### src/rtl/fpro_bus_arbiter.sv
// fpro_bus_arbiter: two-master arbiter/sequencer for the FPro bus.
// Grants one master per transaction, issues a one-cycle fp_wr/fp_rd strobe,
// waits out the slave read latency and returns data plus a one-cycle ack.
// Build option: define FPRO_ARB_FIXED_PRIORITY_EN for fixed priority
// (master 0 always wins a tie); otherwise ties alternate round-robin.
module fpro_bus_arbiter #(
    parameter int RD_LAT = 1
) (
    input  logic        clk,
    input  logic        reset_n,
    input  logic        m0_req,
    input  logic        m0_wr,
    input  logic        m0_video,
    input  logic [20:0] m0_addr,
    input  logic [31:0] m0_wr_data,
    output logic [31:0] m0_rd_data,
    output logic        m0_ack,
    input  logic        m1_req,
    input  logic        m1_wr,
    input  logic        m1_video,
    input  logic [20:0] m1_addr,
    input  logic [31:0] m1_wr_data,
    output logic [31:0] m1_rd_data,
    output logic        m1_ack,
    output logic        fp_video_cs,
    output logic        fp_mmio_cs,
    output logic        fp_wr,
    output logic        fp_rd,
    output logic [20:0] fp_addr,
    output logic [31:0] fp_wr_data,
    input  logic [31:0] fp_rd_data
);

    if (RD_LAT < 1 || RD_LAT > 4) begin : g_bad_rd_lat
        $error("fpro_bus_arbiter: RD_LAT must be in 1..4");
    end

    typedef enum logic [1:0] {IDLE, ISSUE, RDWAIT, ACK} state_t;

    localparam logic [1:0] LAT_LOAD = 2'(RD_LAT - 1);

    state_t      state, state_nxt;
    logic        cmd_wr, cmd_video, owner;
    logic [20:0] cmd_addr;
    logic [31:0] cmd_data;
    logic [1:0]  lat_cnt;
    logic        any_req, grant;

    assign any_req = m0_req | m1_req;

`ifdef FPRO_ARB_FIXED_PRIORITY_EN
    // master 0 wins whenever it requests; master 1 may starve
    assign grant = ~m0_req;
`else
    logic last_grant;

    // tie goes to the master that did not win last time
    always_comb begin
        grant = m1_req;
        if (m0_req && m1_req)
            grant = ~last_grant;
    end

    // remember the winner as the transaction enters ISSUE
    always_ff @(posedge clk) begin
        if (!reset_n)
            last_grant <= 1'b1;
        else if (state == IDLE && any_req)
            last_grant <= grant;
    end
`endif

    // state register
    always_ff @(posedge clk) begin
        if (!reset_n)
            state <= IDLE;
        else
            state <= state_nxt;
    end

    // next-state logic
    always_comb begin
        state_nxt = state;
        case (state)
            IDLE:    if (any_req) state_nxt = ISSUE;
            ISSUE:   state_nxt = cmd_wr ? ACK : RDWAIT;
            RDWAIT:  if (lat_cnt == 2'd0) state_nxt = ACK;
            ACK:     state_nxt = IDLE;
            default: state_nxt = IDLE;
        endcase
    end

    // latch the winner's command; held through ACK so the bus stays stable
    always_ff @(posedge clk) begin
        if (!reset_n) begin
            cmd_wr    <= 1'b0;
            cmd_video <= 1'b0;
            owner     <= 1'b0;
            cmd_addr  <= '0;
            cmd_data  <= '0;
        end else if (state == IDLE && any_req) begin
            owner     <= grant;
            cmd_wr    <= grant ? m1_wr      : m0_wr;
            cmd_video <= grant ? m1_video   : m0_video;
            cmd_addr  <= grant ? m1_addr    : m0_addr;
            cmd_data  <= grant ? m1_wr_data : m0_wr_data;
        end
    end

    // read latency down-counter, loaded during ISSUE
    always_ff @(posedge clk) begin
        if (!reset_n)
            lat_cnt <= 2'd0;
        else if (state == ISSUE)
            lat_cnt <= LAT_LOAD;
        else if (state == RDWAIT)
            lat_cnt <= lat_cnt - 2'd1;
    end

    // capture slave data on the last wait cycle into the owner's register
    always_ff @(posedge clk) begin
        if (!reset_n) begin
            m0_rd_data <= '0;
            m1_rd_data <= '0;
        end else if (state == RDWAIT && lat_cnt == 2'd0) begin
            if (owner)
                m1_rd_data <= fp_rd_data;
            else
                m0_rd_data <= fp_rd_data;
        end
    end

    assign fp_video_cs = (state == ISSUE) &&  cmd_video;
    assign fp_mmio_cs  = (state == ISSUE) && !cmd_video;
    assign fp_wr       = (state == ISSUE) &&  cmd_wr;
    assign fp_rd       = (state == ISSUE) && !cmd_wr;
    assign fp_addr     = cmd_addr;
    assign fp_wr_data  = cmd_data;
    assign m0_ack      = (state == ACK) && !owner;
    assign m1_ack      = (state == ACK) &&  owner;

endmodule
### config.mk
export PLATFORM = sky130hd
export DESIGN_NAME = fpro_bus_arbiter
export DESIGN_NICKNAME = d
export VERILOG_FILES = /design/src/rtl/fpro_bus_arbiter.sv
export SDC_FILE = /design/constraint.sdc
export NUM_CORES = 1
export LEC_CHECK = 0
export CORE_MARGIN = 2
export CORE_UTILIZATION = 35
export DETAILED_ROUTE_END_ITERATION = 8
export PLACE_DENSITY = 0.73
export SYNTH_ARGS = -nofsm -noshare
export SYNTH_HDL_FRONTEND = slang
export SYNTH_SLANG_ARGS = --single-unit
### constraint.sdc
create_clock -name clk -period 2.11 [get_ports clk]
set_input_delay 0.211 -clock clk [delete_from_list [all_inputs] [get_ports clk]]
set_output_delay 0.211 -clock clk [all_outputs]
set_load 0.01 [all_outputs]
; ---- After elaboration in Yosys (flattened, before gate mapping)
; Cells that the tools add are included.
; Widths: inputs -> output; s select.
[classes]
add_sub_neg = 1
n_eq_ne = 5
muxes = 9
bitwise_logic = 4
n_reduce_logical = 18
[ops]
columns = operator, n
row1 = $mux 32, 1
row2 = $mux 21, 1
row3 = $logic_and 1x1->1, 9
row4 = $pmux 2 s4, 1
row5 = $reduce_and 2->1, 3
row6 = $eq 2x2->1 const B, 2
row7 = $logic_not 2->1, 2
row8 = $mux 1, 4
row9 = $mux 2, 2
row10 = $ne 2x2->1 const B, 2
row11 = $logic_not 1->1, 3
row12 = $not 1->1, 3
row13 = $eq 2x1->1 const B, 1
row14 = $reduce_or 2->1, 1
row15 = $sub 2x1->2 const B, 1
row16 = $or 1x1->1, 1
[word_totals]
ff_bits = 125
input_bits = 146
output_inout_bits = 123

; ---- Logic depth before layout (Yosys ltp)
[depth]
word_depth = 3
ltp_mapped = 8
ltp_nobuf = 5

; ---- Least setup slack after synthesis
; No wires, ideal clock.
[synth_path]
kind = register to register
from = register state[0]
to = register m0_rd_data[29]
setup_ns = 0.070
arrival_ns = 1.395
required_ns = 2.040
path_slack_ns = 0.645
stages_incl_launch_ff = 8
synth_period_minus_slack_ns = 1.465
cell_sequence = dfxtp_1 -> inv_1 -> ha_1 -> buf_2 -> nand3b_1 -> clkbuf_1 -> nand2_1 -> a21boi_1
[synth_between]
elab_chain_len = 3
[synth_rtl]
columns = element, line_no
row1 = start: declaration, 42  ; state_t state, state_nxt;
row2 = start signal: assignment, 78  ; state <= state_nxt;
row3 = $eq 2x2->1, 125  ; end else if (state == RDWAIT && lat_cnt == 2'd0) begin
row4 = $logic_and 1x1->1, 125
row5 = $reduce_and 2->1 (no line), --
row6 = end signal: assignment, 129  ; m0_rd_data <= fp_rd_data;
row7 = end: declaration, 16  ; output logic [31:0] m0_rd_data,
; No other way between the ends.
; A chain may end at the register's enable or synchronous reset.

; ---- Final worst setup path
[layout_path]
from = register state[0]
to = output fp_wr
[layout_between]
elab_chain_len = 2
[layout_rtl]
columns = element, line_no
row1 = $eq 2x1->1, 135  ; assign fp_wr = (state == ISSUE) && cmd_wr;
row2 = $logic_and 1x1->1, 135
row3 = end: declaration, 27  ; output logic fp_wr,
; No other way between the ends.

==> impl_metrics.json <==
{
  "grt_max_degree": 61,
  "final_cell_mix": "clkdlybuf4s50_1, nand2_1, dfxtp_1",
  "num_rows": 43,
  "gr-total-overflow": 0,
  "crit_chain": "ha_2 > and2_1 > clkdlybuf4s50_1",
  "die_h_um": 124,
  "cts_root_buf": "clkbuf_16",
  "endpoint_kind": "output pin",
  "synth_warnings": 0,
  "skew_ns": 0.00907,
  "clock_path_buffers": 2,
  "wl_per_cell_um": 15.5,
  "dp_hpwl_mm": 11.2,
  "dpl-instance-area_um2": 7880,
  "yosys_most_used_dff": "dfxtp_1",
  "drtIter0Drc": 271,
  "gp_congestion": 0.818,
  "synth_cells": 631,
  "rsz0062_at_grt": "no",
  "first_pass_iters": 4,
  "dr_total_vias": 5249,
  "ys_ff_latch": 125,
  "min_path_type": "in -> reg",
  "via_per_inst": 4.88,
  "cts_sinks": 125,
  "leakage_uw": 0.00319,
  "setup_tns_ns": 0,
  "num_io_pins": 269,
  "fin_area_um2": 8520,
  "yosysSeqAreaShare_pct": 49.6,
  "num-nets-final": 1032,
  "cts.clk_slew.worst_paths_ns": 0.06,
  "peakVddDrop_mv": 0.627,
  "layout-drive-gt1-share_pct": 6.04,
  "slew_headroom_pct": 74.8,
  "ant_nets": 0,
  "yosysUniqueCellTypes": 30,
  "status": "finished clean",
  "path_class": "reg -> out",
  "antenna_found_initial": 1,
  "holdCritStartpoint": "reset_n",
  "drt-total-wl_mm": 16.6,
  "cts_tree": "yes",
  "synth_area_um2": 5040,
  "ys_async_sr_fraction_pct": 0,
  "synth_fp_nets": 782,
  "start_util_pct": 36.0,
  "crit_slowest_cell": "clkdlybuf4s50_1",
  "required_ns": 1.90,
  "powerDensity_nw_per_um2": 1130,
  "slowest_delay_ns": 0.56,
  "rr_startpoint": "state[0]",
  "fmax_ghz": 0.499,
  "dieArea_um2": 15400,
  "setup_viol": 0,
  "layout_commonest_cell": "clkdlybuf4s50_1",
  "maxCapViolCount": 0,
  "insertion_delay_ns": 0.41,
  "cts_max_level": 4,
  "coreArea_um2": 14000,
  "final_hold_viol_count": 0,
  "start_kind": "flop",
  "first_global_vias": 5098,
  "drc": 0,
  "syn2layout_area_growth_pct": 68.9,
  "power_uw": 9610,
  "grt_usage_pct": 21.3,
  "worst_slew_pin_slew_ns": 0.378,
  "cp-startpoint": "state[0]",
  "post-route-period-util_pct": 95.0,
  "finalCriticalPeriod_ns": 2.00,
  "die_x_um": 124,
  "syn_area_per_cell_um2": 7.99,
  "arrival_ns": 1.79,
  "grt_pass1_wl_mm": 25.4,
  "cp_max_fo": 5,
  "portBuffers": 268,
  "slew_viol_final": 0,
  "synth_edf_count": 0,
  "cts_buffers": 17,
  "reg2reg_slack_ns": 0.42
}
synthesized netlist by cell type, types with 2 or more instances:
cell,number,area share [%]
a21oi_1,112,11
nand2_1,185,14
dfxtp_1,125,50
and2_1,3,0.37
clkbuf_1,19,1.4
ha_1,5,1.2
o21ai_0,56,5.6
nor2_1,3,0.22
inv_1,4,0.30
and3_1,2,0.25
nor2b_1,5,0.62
buf_4,5,0.74
buf_2,28,2.8
a21boi_1,60,8.9
a21boi_0,4,0.60
cells by family after synthesis:
logic type,share of synthesized area (%)
muxes,0.199
buffers and inverters,5.24
DFF,49.6
AOI/OAI and AO/OA,27.7
xor gates and xnor gates,0.174
adders and majority gates,1.24
and+or+nand+nor,15.8
worst max-delay path: cells and delay by family, from the launching register on:
kind                       cells  cell delay, ns
adders and majority gates      1            0.25
and+or+nand+nor                1            0.16
DFF                            1            0.41
buffers and inverters          1            0.56
routing by layer:
| layer | wire (um) | part of all wire (%) | GRT usage, % |
|---|---|---|---|
| met1 | 6980 | 42 | 24.2 |
| met5 | 0 | 0 | 0 |
| met3 | 1720 | 10 | 9.29 |
| met4 | 273 | 1.6 | 7.94 |
| met2 | 7670 | 46 | 35.5 |
stage by stage:
step / hold slack [ns] / instances / worst slack [ns] / utilization [%]
floorplan: 0.345 / 631 / 0.645 / -
global placement: 0.440 / 1042 / 0.404 / 56.3
detailed placement: 0.444 / 1042 / 0.338 / 56.3
CTS: 0.182 / 1074 / 0.0694 / 60.8
global route: 0.207 / 1075 / 0.00190 / 60.9
finish: 0.200 / 1075 / 0.106 / 60.9
state kept, by name, indices dropped and copies added (netlist names):
| signal | cells |
|---|---|
| state | 2 |
| cmd_video | 1 |
| last_grant | 1 |
| fp_wr_data | 32 |
| owner | 1 |
| m0_rd_data | 32 |
| fp_addr | 21 |
| m1_rd_data | 32 |
| cmd_wr | 1 |
| lat_cnt | 2 |
worst paths after layout:
check,endpoint,cells after the start
worst min register to register,m1_rd_data[16],2
worst min-delay path,owner,2
worst max register to register,fp_addr[15],6
worst max-delay path,fp_wr,3
where the power goes:
part	leakage [uW]	internal, uW	switching (uW)
registers	0.00102	2890	282
clock network	0.000307	2000	1110
logic	0.00186	1660	1680
layout make-up:
class	instances	area, um^2
flip-flops and latches	125	2500
clock inverters	11	154
fillers	1226	5470
inverters	4	15.0
clock buffers	21	480
well taps	180	225
multi-input cells	450	2300
repair buffers	283	2840
diodes	1	2.50
what timing repair did:
item,in CTS,in global routing
hold buffers,0,0
hold endpoints to repair,0,0
endpoints found under the setup margin,0,3
setup buffers,0,0
gates resized for setup,0,1
No activity file was read; power rests on OpenSTA's default activity.
